===== config.mk =====
export PLATFORM = sky130hd
export DESIGN_NAME = whackamole_game_ctrl_flat
export DESIGN_NICKNAME = d
export VERILOG_FILES = /design/src/rtl/whackamole_game_ctrl_if.sv /design/src/rtl/whackamole_game_ctrl.sv /design/src/flat_wrapper.sv
export SDC_FILE = /design/constraint.sdc
export NUM_CORES = 1
export LEC_CHECK = 0
export BUFFER_PORTS_ARGS = -buffer_cell sky130_fd_sc_hd__buf_2
export CORE_ASPECT_RATIO = 1.25
export CORE_MARGIN = 2
export CORE_UTILIZATION = 33
export DETAILED_ROUTE_END_ITERATION = 6
export PLACE_DENSITY = 0.57
export SLEW_MARGIN = 40
export SYNTH_ARGS = -nofsm -noshare
export SYNTH_HDL_FRONTEND = slang
export SYNTH_SLANG_ARGS = --single-unit

===== constraint.sdc =====
create_clock -name clk -period 6.2 [get_ports clk]
set_input_delay 0.31 -clock clk [delete_from_list [all_inputs] [get_ports clk]]
set_output_delay 0.31 -clock clk [all_outputs]
set_load 0.02 [all_outputs]

===== src/rtl/whackamole_game_ctrl_if.sv =====
// Game-state bus between the whack-a-mole controller and its environment.
// The master side is the controller: it consumes tick/start/hit and
// produces the display-facing signals that feed vga_display.
interface whackamole_game_ctrl_if;
  logic       tick;
  logic       start;
  logic [7:0] hit;
  logic [2:0] mole_position;
  logic       guess_correct;
  logic       guess_wrong;
  logic       game_over;
  logic [3:0] digit_1;
  logic [3:0] digit_2;

  modport master (
    input  tick, start, hit,
    output mole_position, guess_correct, guess_wrong, game_over,
           digit_1, digit_2
  );

  modport slave (
    output tick, start, hit,
    input  mole_position, guess_correct, guess_wrong, game_over,
           digit_1, digit_2
  );
endinterface


===== src/rtl/whackamole_game_ctrl.sv =====
// Whack-a-mole game-state controller: mole placement from an 8-bit LFSR,
// hit judging with lockout, saturating BCD score and tick-driven timers.
// Every output comes straight from a flop.
module whackamole_game_ctrl #(
  parameter int         GAME_TICKS = 60,
  parameter int         MOLE_TICKS = 2,
  parameter logic [7:0] LFSR_SEED  = 8'hA5
) (
  input  logic                          clk,
  input  logic                          rst,
  whackamole_game_ctrl_if.master        bus
);

  localparam int GW = $clog2(GAME_TICKS + 1);
  localparam int MW = $clog2(MOLE_TICKS + 1);

  typedef enum logic [1:0] {
    ST_IDLE = 2'd0,
    ST_PLAY = 2'd1,
    ST_OVER = 2'd2
  } state_e;

  state_e        state_q, state_d;
  logic [7:0]    lfsr_q, lfsr_d;
  logic [2:0]    mole_q, mole_d;
  logic          correct_q, correct_d;
  logic          wrong_q, wrong_d;
  logic          game_over_q, game_over_d;
  logic [3:0]    tens_q, tens_d;
  logic [3:0]    ones_q, ones_d;
  logic [GW-1:0] game_timer_q, game_timer_d;
  logic [MW-1:0] mole_timer_q, mole_timer_d;

  logic          lfsr_fb;
  logic [2:0]    placed_pos;
  logic          hit_valid;
  logic          hit_good;

  // Fibonacci LFSR, taps 8,6,5,4; placement always moves the mole.
  assign lfsr_fb    = lfsr_q[7] ^ lfsr_q[5] ^ lfsr_q[4] ^ lfsr_q[3];
  assign placed_pos = (lfsr_q[2:0] == mole_q) ? mole_q + 3'd1 : lfsr_q[2:0];

  // A hit is only judged while neither flag is showing; a good hit is exactly
  // the one-hot bit of the current mole.
  assign hit_valid = (bus.hit != 8'd0) && !correct_q && !wrong_q;
  assign hit_good  = hit_valid && (bus.hit == (8'd1 << mole_q));

  // Next-state and datapath: start wins, then hit judging, then tick handling.
  always_comb begin
    // NOTE: every signal written here gets a default first, so no path can leave it unassigned and infer a latch.
    state_d      = state_q;
    lfsr_d       = {lfsr_q[6:0], lfsr_fb};
    mole_d       = mole_q;
    correct_d    = correct_q;
    wrong_d      = wrong_q;
    tens_d       = tens_q;
    ones_d       = ones_q;
    game_timer_d = game_timer_q;
    mole_timer_d = mole_timer_q;

    if (bus.start) begin
      state_d      = ST_PLAY;
      tens_d       = 4'd0;
      ones_d       = 4'd0;
      game_timer_d = GW'(GAME_TICKS);
      mole_timer_d = MW'(MOLE_TICKS);
      correct_d    = 1'b0;
      wrong_d      = 1'b0;
      mole_d       = placed_pos;
    end else begin
      unique case (state_q)
        ST_PLAY: begin
          // Flags drop on tick; a flag raised by this cycle's hit survives.
          if (bus.tick) begin
            correct_d = 1'b0;
            wrong_d   = 1'b0;
          end

          if (hit_good) begin
            if (!(tens_q == 4'd9 && ones_q == 4'd9)) begin
              if (ones_q == 4'd9) begin
                ones_d = 4'd0;
                tens_d = tens_q + 4'd1;
              end else begin
                ones_d = ones_q + 4'd1;
              end
            end
            correct_d    = 1'b1;
            mole_d       = placed_pos;
            mole_timer_d = MW'(MOLE_TICKS);
          end else if (hit_valid) begin
            wrong_d = 1'b1;
          end

          if (bus.tick) begin
            if (game_timer_q == GW'(1)) begin
              state_d   = ST_OVER;
              correct_d = 1'b0;
              wrong_d   = 1'b0;
            end else begin
              game_timer_d = game_timer_q - GW'(1);
              // A good hit already relocated and reloaded the mole this cycle.
              if (!hit_good) begin
                if (mole_timer_q == MW'(1)) begin
                  mole_d       = placed_pos;
                  mole_timer_d = MW'(MOLE_TICKS);
                end else begin
                  mole_timer_d = mole_timer_q - MW'(1);
                end
              end
            end
          end
        end
        default: ;
      endcase
    end

    game_over_d = (state_d == ST_OVER);
  end

  // State and datapath registers with synchronous active-high reset.
  always_ff @(posedge clk) begin
    // NOTE: non-blocking assignments so every flop samples the pre-edge values of the others.
    if (rst) begin
      state_q      <= ST_IDLE;
      lfsr_q       <= LFSR_SEED;
      mole_q       <= 3'd0;
      correct_q    <= 1'b0;
      wrong_q      <= 1'b0;
      game_over_q  <= 1'b0;
      tens_q       <= 4'd0;
      ones_q       <= 4'd0;
      game_timer_q <= '0;
      mole_timer_q <= '0;
    end else begin
      state_q      <= state_d;
      lfsr_q       <= lfsr_d;
      mole_q       <= mole_d;
      correct_q    <= correct_d;
      wrong_q      <= wrong_d;
      game_over_q  <= game_over_d;
      tens_q       <= tens_d;
      ones_q       <= ones_d;
      game_timer_q <= game_timer_d;
      mole_timer_q <= mole_timer_d;
    end
  end

  assign bus.mole_position = mole_q;
  assign bus.guess_correct = correct_q;
  assign bus.guess_wrong   = wrong_q;
  assign bus.game_over     = game_over_q;
  assign bus.digit_1       = tens_q;
  assign bus.digit_2       = ones_q;

endmodule


===== src/flat_wrapper.sv =====
// flat-port wrapper written by rule: the top's interface ports become plain ports
module whackamole_game_ctrl_flat 
#(
  parameter int         GAME_TICKS = 60,
  parameter int         MOLE_TICKS = 2,
  parameter logic [7:0] LFSR_SEED  = 8'hA5
)
  (clk, rst, bus_tick, bus_start, bus_hit, bus_mole_position, bus_guess_correct, bus_guess_wrong, bus_game_over, bus_digit_1, bus_digit_2);
  whackamole_game_ctrl_if bus_i ();
  input  logic clk;
  input  logic rst;
  input wire logic [$bits(bus_i.tick)-1:0] bus_tick;
  input wire logic [$bits(bus_i.start)-1:0] bus_start;
  input wire logic [$bits(bus_i.hit)-1:0] bus_hit;
  output wire logic [$bits(bus_i.mole_position)-1:0] bus_mole_position;
  output wire logic [$bits(bus_i.guess_correct)-1:0] bus_guess_correct;
  output wire logic [$bits(bus_i.guess_wrong)-1:0] bus_guess_wrong;
  output wire logic [$bits(bus_i.game_over)-1:0] bus_game_over;
  output wire logic [$bits(bus_i.digit_1)-1:0] bus_digit_1;
  output wire logic [$bits(bus_i.digit_2)-1:0] bus_digit_2;
  assign bus_i.tick = bus_tick;
  assign bus_i.start = bus_start;
  assign bus_i.hit = bus_hit;
  assign bus_mole_position = bus_i.mole_position;
  assign bus_guess_correct = bus_i.guess_correct;
  assign bus_guess_wrong = bus_i.guess_wrong;
  assign bus_game_over = bus_i.game_over;
  assign bus_digit_1 = bus_i.digit_1;
  assign bus_digit_2 = bus_i.digit_2;
  whackamole_game_ctrl #(.GAME_TICKS(GAME_TICKS), .MOLE_TICKS(MOLE_TICKS), .LFSR_SEED(LFSR_SEED)) u_core (.clk(clk), .rst(rst), .bus(bus_i));
endmodule

# After elaboration in Yosys (flattened, before gate mapping)
# Index checks and enable logic that the tools add are counted.
[op_classes]
addsub = 5
eq_ne = 9
shifts = 1
muxes = 33
n_bitwise = 5
n_reduce_logical = 14
[op_table]
columns = ["cell", "n"]
rows = [
  ["two-way mux 3 bit", 8],
  ["two-way mux 6 bit", 4],
  ["two-way mux 2 bit", 11],
  ["two-way mux 1 bit", 9],
  ["AND reduction 3 bit", 3],
  ["adder 4 x 1 -> 4 bit (second input constant)", 2],
  ["== test 4 bit (second input constant)", 2],
  ["== test 8 bit", 1],
  ["nonzero test 8 bit", 1],
  ["<< shifter 1 x 3 -> 8 bit (first input constant)", 1],
  ["== test 6 x 1 -> 1 bit (second input constant)", 1],
  ["subtractor 6 x 1 -> 6 bit (second input constant)", 1],
  ["== test 2 x 1 -> 1 bit (second input constant)", 2],
  ["logical AND 1 bit", 4],
  ["two-way mux 4 bit", 1],
  ["AND reduction 4 bit", 1],
  ["nonzero test 2 bit", 2],
  ["adder 3 x 1 -> 3 bit (second input constant)", 1],
  ["== test 3 bit", 1],
  ["bitwise XOR 1 bit", 3],
  ["== test 2 bit (second input constant)", 1],
  ["zero test 1 bit", 2],
  ["inequality test 2 bit (second input constant)", 1],
  ["NOT 1 bit", 2],
  ["other kinds (2)", 2],
]
[totals]
register_bits = 32
inputBits = 12
output_inout_bits = 14
elab_cells = 79

# Longest topological paths before layout
# Gate-level depths: netlist (run 1).
[depth]
ltp_word = 11
mapped_depth = 8
ltp_nobuf = 8

# Worst setup path after synthesis (run 1)
# OpenSTA, ideal clock, no wires.
[synth_timing]
path_type = "reg2reg"
from = "register u_core.mole_q[1] (netlist: u_core.bus.mole_position[1])"
to = "register u_core.mole_q[0] (netlist: u_core.bus.mole_position[0])"
setup_ps = 117
arrival_ps = 2457
required_ps = 6083
path_slack_ps = 3626
stages_incl_launch_ff = 9
n_path_buf = 0
period_less_slack_ps = 2574
path_cell_list = "dfxtp_1 inv_1 ha_1 xor2_1 or3_4 a211o_1 o41a_1 a22o_1 a32o_1"
[synth_between]
elab_chain_cells = 10
elab_cells_between_ends = 12
classes_between = "eq/ne: 2; shift: 1; mux: 8; reduce/logical: 1"
[synth_rtl]
columns = ["element", "line_no", "rtl"]
rows = [
  ["from (decl)", "whackamole_game_ctrl.sv:25", "logic [2:0] mole_q, mole_d;"],
  ["from (signal assigned)", "whackamole_game_ctrl.sv:138", "mole_q <= mole_d;"],
  ["<< shifter 1 x 3 -> 8 bit", "whackamole_game_ctrl.sv:46", "assign hit_good = hit_valid && (bus.hit == (8'd1 << mole_q));"],
  ["== test 8 bit", "whackamole_game_ctrl.sv:46", ""],
  ["logical AND 1 bit", "whackamole_game_ctrl.sv:46", ""],
  ["two-way mux 3 bit", "whackamole_game_ctrl.sv:79", "if (hit_good) begin"],
  ["two-way mux 3 bit", "whackamole_game_ctrl.sv:104", "if (mole_timer_q == MW'(1)) begin"],
  ["two-way mux 3 bit", "whackamole_game_ctrl.sv:103", "if (!hit_good) begin"],
  ["two-way mux 3 bit", "whackamole_game_ctrl.sv:96", "if (game_timer_q == GW'(1)) begin"],
  ["two-way mux 3 bit", "whackamole_game_ctrl.sv:95", "if (bus.tick) begin"],
  ["two-way mux 3 bit", "whackamole_game_ctrl.sv:71", "unique case (state_q)"],
  ["two-way mux 3 bit (*)", "whackamole_game_ctrl.sv:61", "if (bus.start) begin"],
]
# Every way passes the cells marked *; elsewhere a longest branch is shown, timed or not. The select of a mux whose other input is x is not followed.
# A chain may end at the register's enable or synchronous reset.

# Final worst setup path (run 1)
# Ends and elaborated chain as after synthesis.

==> results.sh, run 1 <==
export IMPL_status="completed"
export IMPL_drc=0
export IMPL_hold_path_class="primary input to flip-flop"
export IMPL_cp_slowest_cell="dfxtp_1"
export IMPL_finalSetupViolCount=0
export IMPL_final_cell_mix="dfxtp_1 (32), buf_2 (25), nor2_1 (18), a21oi_1 (18), inv_1 (12)"
export IMPL_synth_fp_nets=216
export IMPL_drive_gt1_share_pct=17.9
export IMPL_clock_sinks=32
export IMPL_clock_latency_ns=0.27
export IMPL_syn_area_um2=1690
export IMPL_die_h_um=84.0
export IMPL_netlist_area_leader_share_pct=38.0
export IMPL_nets=244
export IMPL_hpwl_um=2580
export IMPL_cp_start_kind="flip-flop"
export IMPL_layout_commonest_cell="dfxtp_1"
export IMPL_ys_top_cells_by_area="dfxtp_1 (38%), ha_1 (7.4%), a21oi_1 (5.3%)"
export IMPL_syn_inst=194
export IMPL_n_antenna_cell=0
export IMPL_ys_warn_count=0
export IMPL_dr_pass1_iters=4
export IMPL_grt_overflow=0
export IMPL_cts_resized_gates=0
export IMPL_critPathCaptureType="flip-flop"
export IMPL_cp_data_arrival_time_ns=2.70
export IMPL_dieArea_um2=5710
export IMPL_drtAntennaViolNets=0
export IMPL_fin_total_pwr_mw=0.467
export IMPL_synth_seq_cells=32
export IMPL_grt_max_degree=20
export IMPL_worst_pin_slew_ns=0.708
export IMPL_hold_buffers=0
export IMPL_hold_violations=0
export IMPL_drt_total_wl_um=3420
export IMPL_h_tree_depth=2
export IMPL_leakage_nw=0.798
export IMPL_initial_core_util_pct=33.7
export IMPL_final_setup_tns_ns=0
export IMPL_power_density_nw_per_um2=237
export IMPL_slowest_delay_ns=0.40
export IMPL_post_cts_setup_buffer_count=0
export IMPL_ys_seq_area_share_pct=38.0
export IMPL_area_delta_synth_final_pct=16.5
export IMPL_crit_fanout=6
export IMPL_cts_tree="done"
export IMPL_synth_ff_type="dfxtp_1"
export IMPL_synth_cell_types=45
export IMPL_clockRootBuffer="clkbuf_8"
export IMPL_rows=29
export IMPL_drv_cap=0
export IMPL_clockBufferDepth=2
export IMPL_path_class="flip-flop to flip-flop"
export IMPL_ios=26
export IMPL_relSlewSlack_pct=52.4
export IMPL_avgSynthCellArea_um2=8.70
export IMPL_portBuffers=25
export IMPL_rrSetupSlack_ns=3.67
export IMPL_crit_required_ns=6.37
export IMPL_cp_cell_sequence="inv_1 > ha_1 > xor2_1 > or3_4 > a211o_1 > o41a_1 > a22o_1 > a32o_1"
export IMPL_ir_drop_mv=0.240
export IMPL_synth_edf_count=0
export IMPL_grt_pass1_vias=1309
export IMPL_antenna_found_initial=0
export IMPL_grt_pass1_wl_um=5780
export IMPL_post_route_period_util_pct=40.8
export IMPL_synthArstFlopShare_pct=0
export IMPL_fmax_mhz=395
export IMPL_grt_usage_pct=13.0
export IMPL_post_drt_wl_per_cell_um=12.0
export IMPL_clkSlewWorstSetupHoldPaths_ns=0.06
export IMPL_synth_area_leader_cell="dfxtp_1"
export IMPL_clock_skew_final_ns=0.00542
export IMPL_rsz0062_at_grt="false"
export IMPL_gp_congestion=0.726
export IMPL_fin_crit_ns=2.53
export IMPL_vias=1424
export IMPL_drt_first_iter_violations=45
export IMPL_die_w_um=68.0
export IMPL_cts_buffers=5
export IMPL_drt_vias_per_instance=5.00
export IMPL_finalCoreUtilization_pct=39.3
export IMPL_core_area_um2=5010
export IMPL_slew_viol_final=0
## cell families (layout without fill, tap and decap cells)
logic type	Yosys count	in the layout	share of synthesized area (%)
and+or+nand+nor	72	72	23.8
AOI/OAI and AO/OA	43	43	16.5
DFF	32	32	38.0
xor gates and xnor gates	17	17	8.82
buffers and inverters	17	46	3.78
adders and majority gates	10	10	7.41
muxes	3	3	1.78
## power by group
| group | total, mW | internal, mW | leakage [nW] | switching [mW] |
|---|---|---|---|---|
| Sequential | 0.229 | 0.217 | 0.263 | 0.0121 |
| Combinational | 0.0761 | 0.0340 | 0.489 | 0.0420 |
| Clock | 0.161 | 0.0904 | 0.0455 | 0.0707 |
| Total | 0.467 | 0.342 | 0.798 | 0.125 |
## metrics by stage
stage | cell area, um2 | setup WS [ns] | hold WS, ns | std cells
3_3_place_gp | 1880 | 3.71 | 0.391 | 277
6_report | 1970 | 3.67 | 0.286 | 285
3_5_place_dp | 1880 | 3.67 | 0.395 | 277
2_1_floorplan | 1690 | 3.63 | 0.389 | 194
4_1_cts | 1970 | 3.66 | 0.289 | 285
5_1_grt | 1970 | 3.55 | 0.330 | 285
## worst max-delay path: cells and delay by family (launching register included)
family / cells / cell delay [ns]
buffers and inverters: 1 / 0.10
AND/OR/NAND/NOR: 1 / 0.33
XOR/XNOR: 1 / 0.14
AO/OA/AOI/OAI: 4 / 1.25
flip-flops: 1 / 0.40
adder cells (fa/ha/maj): 1 / 0.21
## flip-flops by register name (all words and copies together), names as in the netlist
| name | count |
|---|---|
| u_core.lfsr_q | 8 |
| u_core.bus.digit_1 | 4 |
| u_core.bus.guess_wrong | 1 |
| u_core.mole_timer_q | 2 |
| u_core.bus.digit_2 | 4 |
| u_core.bus.mole_position | 3 |
| u_core.bus.guess_correct | 1 |
| u_core.bus.game_over | 1 |
| u_core.game_timer_q | 6 |
| u_core.state_q | 2 |
## area by class of cell
class	count	area, um2
fill	547	3040
multi-input combinational	145	983
sequential	32	641
timing repair buffer	25	125
clock buffer	8	90.1
tap	62	77.6
inverter	13	48.8
## metal layers
layer	track usage [%]	vias up	routed length [um]
met4	3.82	0	40
met2	21.4	20	1670
li1	-	737	-
met3	3.24	4	138
met1	16.4	663	1580
met5	0	-	0
## cell usage after synthesis (all sizes together) (2+ instances only)
library cell and number:
xor2 7, nand2 10, mux2i 3, nor2 18, o21ai 8, xnor2 10
ha 10, nor2b 4, and2 3, clkbuf 3, nand2b 2, nor4 3
nand4b 3, nand4 3, inv 13, a21oi 18, or3 4, nand3 6
and3 2, o31ai 3, nand3b 3, dfxtp 32, or2 4, nor3 5
a211o 2
## path summary, 6_finish.rpt
path	cells past startpoint	end	startpoint
worst max register to register	8	u_core.bus.mole_position[0]$_SDFFE_PP0P_	u_core.bus.mole_position[1]$_SDFFE_PP0P_
worst min-delay path	3	u_core.state_q[0]$_SDFF_PP0_	bus_start
worst max-delay path	8	u_core.bus.mole_position[0]$_SDFFE_PP0P_	u_core.bus.mole_position[1]$_SDFFE_PP0P_
worst min register to register	1	u_core.lfsr_q[7]$_SDFF_PP1_	u_core.lfsr_q[6]$_SDFF_PP0_
(Power assumes the default switching activity.)
==> inputs of run 2 (changes only) <==
Clock period 6.2 ns to 2.5 ns, I/O delays scaled along.
==> results.sh, run 2 (same netlist as run 1, synthesis figures left out) <==
export IMPL_status="completed"
export IMPL_fin_crit_ns=2.40
export IMPL_holdWs_ns=0.0864
export IMPL_drc=0
export IMPL_hpwl_um=2600
export IMPL_antenna_found_initial=0
export IMPL_cts_buffers=5
export IMPL_clock_power_share_pct=35.3
export IMPL_p_sw_mw=0.328
export IMPL_path_class="flip-flop to flip-flop"
export IMPL_cts_resized_gates=0
export IMPL_cp_data_arrival_time_ns=2.59
export IMPL_drive_gt1_share_pct=21.0
export IMPL_grt_pass1_vias=1328
export IMPL_layout_commonest_cell="dfxtp_1"
export IMPL_power_frac_seq_pct=48.1
export IMPL_busiest_layer="met2"
export IMPL_slew_viol_final=0
export IMPL_power_density_nw_per_um2=585
export IMPL_crit_required_ns=2.69
export IMPL_grt_max_degree=20
export IMPL_drt_first_iter_violations=36
export IMPL_crit_fanout=5
export IMPL_dr_pass1_iters=4
export IMPL_n_antenna_cell=0
export IMPL_clock_latency_ns=0.28
export IMPL_rrSetupSlack_ns=0.1
export IMPL_path_buf_inv=2
export IMPL_cp_slowest_cell="dfxtp_4"
export IMPL_r2r_start="u_core.bus.mole_position[1]$_SDFFE_PP0P_"
export IMPL_nets=250
export IMPL_post_route_period_util_pct=96.0
export IMPL_worst_pin_slew_ns=0.528
export IMPL_grt_usage_pct=13.5
export IMPL_p_int_mw=0.852
export IMPL_core_area_um2=5010
export IMPL_final_cell_area_um2=2020
export IMPL_h_tree_depth=2
export IMPL_power_frac_comb_pct=16.7
export IMPL_leakage_nw=0.828
export IMPL_use_met3_pct=3.24
export IMPL_post_dp_cell_area_um2=1920
export IMPL_drt_total_wl_um=3510
export IMPL_grt_util_met1_pct=16.4
export IMPL_clkSlewWorstSetupHoldPaths_ns=0.07
export IMPL_hold_path_endpoint="u_core.state_q[0]$_SDFF_PP0_"
export IMPL_hold_violations=0
export IMPL_post_drt_wl_per_cell_um=12.1
export IMPL_switching_share_pct=27.8
export IMPL_portBuffers=25
export IMPL_ir_drop_mv=0.361
export IMPL_reg_top3="u_core.lfsr_q: 8 flops, u_core.game_timer_q: 6 flops"
export IMPL_finalSetupViolCount=0
export IMPL_cts_tree="done"
export IMPL_vias=1440
export IMPL_relSlewSlack_pct=64.7
export IMPL_hold_buffers=0
export IMPL_n_fill_cell=534
export IMPL_rows=29
export IMPL_fmax_mhz=417
export IMPL_cp_start_kind="flip-flop"
export IMPL_clockRootBuffer="clkbuf_8"
export IMPL_critPathCaptureType="flip-flop"
export IMPL_regMostFlops="u_core.lfsr_q"
export IMPL_grt_pass1_wl_um=6040
export IMPL_dieArea_um2=5710
export IMPL_gp_congestion=0.703
export IMPL_clock_sinks=32
export IMPL_largest_reg_flops=8
export IMPL_reg2reg_depth=9
export IMPL_final_setup_tns_ns=0
export IMPL_drt_vias_per_instance=4.95
export IMPL_area_delta_synth_final_pct=19.6
export IMPL_clockBufferDepth=2
export IMPL_gr_usage_met2_pct=22.9
export IMPL_hold_path_class="primary input to flip-flop"
export IMPL_drv_cap=0
export IMPL_die_w_um=68.0
export IMPL_clock_skew_final_ns=0.00518
export IMPL_drtAntennaViolNets=0
export IMPL_slowest_delay_ns=0.37
export IMPL_reg2reg_to="u_core.bus.mole_position[1]$_SDFFE_PP0P_"
export IMPL_ios=26
export IMPL_rsz0062_at_grt="false"
export IMPL_cp_cell_sequence="inv_1 > ha_1 > xor2_1 > or3_4 > a211o_1 > o41a_1 > buf_4 > a211o_1 > o31ai_1"
export IMPL_final_cell_mix="dfxtp_1 (31), buf_2 (25), nor2_1 (18), a21oi_1 (18), inv_1 (12)"
export IMPL_grt_overflow=0
export IMPL_hp_start="bus_start"
export IMPL_finalCoreUtilization_pct=40.3
export IMPL_crit_top_cell="a211o_1"
export IMPL_post_cts_setup_buffer_count=0
export IMPL_die_h_um=84.0
export IMPL_critPathTopFamily="compound AO/OA/AOI/OAI gates"
export IMPL_initial_core_util_pct=33.7
export IMPL_whs_path_depth=3
[run 2: cell type report]
type / instances / area [um2] / area share [%]
Clock inverter: 1 / 7.51 / 0.372
Sequential cell: 32 / 644 / 31.9
Timing Repair Buffer: 31 / 170 / 8.43
Tap cell: 62 / 77.6 / 3.84
Inverter: 13 / 48.8 / 2.42
Multi-Input combinational cell: 145 / 983 / 48.7
Clock buffer: 7 / 86.3 / 4.28
[run 2: power by group through the flow]
stage | registers, mW | clock network (mW) | logic [mW]
after floorplan | 0.582 | 0 | 0.138
after detailed placement | 0.580 | 0 | 0.198
after global placement | 0.578 | 0 | 0.199
final | 0.567 | 0.416 | 0.197
after CTS | 0.568 | 0.436 | 0.199
after global routing | 0.573 | 0.460 | 0.222
[run 2: tightest hold or removal path, stage by stage]
cell and delay [ns]:
buf_2 0.10, a21oi_1 0.04, nor2_1 0.07
[run 2: worst max path at each step]
| stage | startpoint | endpoint | slack (ns) | depth (start not counted) |
|---|---|---|---|---|
| floorplan | u_core.bus.mole_position[1]$_SDFFE_PP0P_ | u_core.bus.mole_position[0]$_SDFFE_PP0P_ | 0.05 | 8 |
| global placement | u_core.bus.mole_position[1]$_SDFFE_PP0P_ | u_core.bus.mole_position[1]$_SDFFE_PP0P_ | 0.14 | 9 |
| detailed placement | u_core.bus.mole_position[1]$_SDFFE_PP0P_ | u_core.bus.mole_position[1]$_SDFFE_PP0P_ | 0.10 | 9 |
| CTS | u_core.bus.mole_position[1]$_SDFFE_PP0P_ | u_core.bus.mole_position[1]$_SDFFE_PP0P_ | 0.06 | 9 |
| global route | u_core.bus.mole_position[1]$_SDFFE_PP0P_ | u_core.bus.mole_position[1]$_SDFFE_PP0P_ | 0.01 | 9 |
| finish | u_core.bus.mole_position[1]$_SDFFE_PP0P_ | u_core.bus.mole_position[1]$_SDFFE_PP0P_ | 0.1 | 9 |
[run 2: per-stage QoR]
| stage | power [mW] | setup WS [ns] | std cells |
|---|---|---|---|
| floorplan | 0.720 | 0.0465 | 194 |
| global route | 1.26 | 0.0142 | 291 |
| detailed placement | 0.777 | 0.100 | 283 |
| global placement | 0.777 | 0.139 | 283 |
| finish | 1.18 | 0.0998 | 291 |
| CTS | 1.20 | 0.0564 | 291 |
[run 2: layer usage]
layer	up-vias	wire length, um
met5	-	0
met4	0	59
met3	7	120
met2	23	1720
met1	659	1610
li1	751	-
==> inputs of run 3 (changes only) <==
Settings changed: CTS_BUF_LIST set to sky130_fd_sc_hd__clkbuf_4 sky130_fd_sc_hd__clkbuf_8 sky130_fd_sc_hd__clkbuf_16.
==> results.sh, run 3 (same netlist as run 1, synthesis figures left out) <==
export IMPL_status="completed"
export IMPL_cp_slowest_cell="dfxtp_4"
export IMPL_rows=29
export IMPL_leakage_nw=0.831
export IMPL_dr_pass1_iters=4
export IMPL_largest_reg_flops=8
export IMPL_ir_drop_mv=0.362
export IMPL_antenna_found_initial=0
export IMPL_portBuffers=25
export IMPL_holdWs_ns=0.0869
export IMPL_grt_pass1_vias=1318
export IMPL_drt_total_wl_um=3500
export IMPL_reg2reg_depth=9
export IMPL_cp_data_arrival_time_ns=2.59
export IMPL_hpwl_um=2600
export IMPL_clock_latency_ns=0.28
export IMPL_initial_core_util_pct=33.7
export IMPL_r2r_start="u_core.bus.mole_position[1]$_SDFFE_PP0P_"
export IMPL_grt_overflow=0
export IMPL_drt_first_iter_violations=31
export IMPL_finalSetupViolCount=0
export IMPL_hold_violations=0
export IMPL_crit_fanout=5
export IMPL_drv_cap=0
export IMPL_cp_start_kind="flip-flop"
export IMPL_critPathCaptureType="flip-flop"
export IMPL_power_density_nw_per_um2=589
export IMPL_clockBufferDepth=2
export IMPL_n_fill_cell=534
export IMPL_vias=1440
export IMPL_die_w_um=68.0
export IMPL_path_class="flip-flop to flip-flop"
export IMPL_post_drt_wl_per_cell_um=12.0
export IMPL_post_route_period_util_pct=96.0
export IMPL_hold_buffers=0
export IMPL_cp_cell_sequence="inv_1 > ha_1 > xor2_1 > or3_4 > a211o_1 > o41a_1 > buf_4 > a211o_1 > o31ai_1"
export IMPL_crit_required_ns=2.69
export IMPL_final_cell_mix="dfxtp_1 (31), buf_2 (25), nor2_1 (18), a21oi_1 (18), inv_1 (12)"
export IMPL_post_cts_setup_buffer_count=0
export IMPL_multi_input_area_um2=983
export IMPL_gp_congestion=0.703
export IMPL_fin_crit_ns=2.40
export IMPL_hold_path_class="primary input to flip-flop"
export IMPL_fin_total_pwr_mw=1.19
export IMPL_endpoint="u_core.bus.mole_position[1]$_SDFFE_PP0P_"
export IMPL_clock_sinks=32
export IMPL_n_antenna_cell=0
export IMPL_clock_skew_final_ns=0.00533
export IMPL_h_tree_depth=2
export IMPL_slowest_delay_ns=0.37
export IMPL_cts_tree="done"
export IMPL_drive_gt1_share_pct=21.4
export IMPL_layout_commonest_cell="dfxtp_1"
export IMPL_nets=250
export IMPL_ios=26
export IMPL_worst_pin_slew_ns=0.529
export IMPL_grt_pass1_wl_um=6020
export IMPL_rsz0062_at_grt="false"
export IMPL_clkSlewWorstSetupHoldPaths_ns=0.07
export IMPL_fmax_mhz=417
export IMPL_critPathLaunch="u_core.bus.mole_position[1]$_SDFFE_PP0P_"
export IMPL_clockRootBuffer="clkbuf_8"
export IMPL_cts_buffers=5
export IMPL_reg2reg_to="u_core.bus.mole_position[1]$_SDFFE_PP0P_"
export IMPL_reg_top3="u_core.lfsr_q: 8 flops, u_core.game_timer_q: 6 flops"
export IMPL_crit_top_cell="a211o_1"
export IMPL_dieArea_um2=5710
export IMPL_core_area_um2=5010
export IMPL_grt_max_degree=20
export IMPL_finalCoreUtilization_pct=40.4
export IMPL_grt_usage_pct=13.5
export IMPL_die_h_um=84.0
export IMPL_area_delta_synth_final_pct=19.8
export IMPL_whs_path_depth=3
export IMPL_drc=0
export IMPL_drt_vias_per_instance=4.95
export IMPL_rrSetupSlack_ns=0.1
export IMPL_seq_area_um2=644
export IMPL_hp_start="bus_start"
export IMPL_regMostFlops="u_core.lfsr_q"
export IMPL_final_setup_tns_ns=0
export IMPL_slew_viol_final=0
export IMPL_relSlewSlack_pct=64.6
export IMPL_drtAntennaViolNets=0
[run 3: changes by cell type in the layout (fill, tap and decap cells not counted)]
| cell | delta |
|---|---|
| clkbuf_1 | -1 |
| clkbuf_4 | +1 |
[run 3: repair_timing]
item / in CTS / in global routing
endpoints found under the setup margin: 0 / 1
hold endpoints to repair: 0 / 0
resized for setup: 0 / 1
[run 3: cell type report]
cell class              count  share of cell area (%)
clock inverters             1                   0.371
multi-input cells         145                    48.6
repair buffers             31                    8.42
inverters                  13                    2.41
clock buffers               7                    4.46
flip-flops and latches     32                    31.9
well taps                  62                    3.84
[run 3: power by group]
group | switching [mW] | internal, mW | leakage [nW]
Combinational | 0.107 | 0.0899 | 0.519
Clock | 0.193 | 0.234 | 0.0479
Sequential | 0.0287 | 0.539 | 0.264
Total | 0.329 | 0.863 | 0.831
[run 3: routing by layer]
layer	wire length (um)	global-route usage, %
met5	0	0
met4	59	4.36
met3	120	3.24
met2	1710	22.9
met1	1610	16.2
[run 3: per-stage QoR]
stage	cell area, um2	std cells	setup WS [ns]
finish	2020	291	0.0999
global route	2020	291	0.0142
CTS	2020	291	0.0564
detailed placement	1920	283	0.100
global placement	1920	283	0.139
floorplan	1690	194	0.0465
[run 3: worst min path at each step]
stage | end | slack (ns)
final | u_core.state_q[0]$_SDFF_PP0_ | 0.09
after global routing | u_core.state_q[0]$_SDFF_PP0_ | 0.12
after detailed placement | u_core.state_q[0]$_SDFF_PP0_ | 0.38
after global placement | u_core.state_q[0]$_SDFF_PP0_ | 0.38
after CTS | u_core.state_q[0]$_SDFF_PP0_ | 0.09
after floorplan | u_core.state_q[0]$_SDFF_PP0_ | 0.24
[run 3: worst max-delay path, delay by kind of cell (launching register included)]
family / cells / cell delay [ns]
AOI/OAI and AO/OA: 4 / 1.02
buffers and inverters: 2 / 0.23
adders and majority gates: 1 / 0.20
xor gates and xnor gates: 1 / 0.14
DFF: 1 / 0.37
and+or+nand+nor: 1 / 0.34
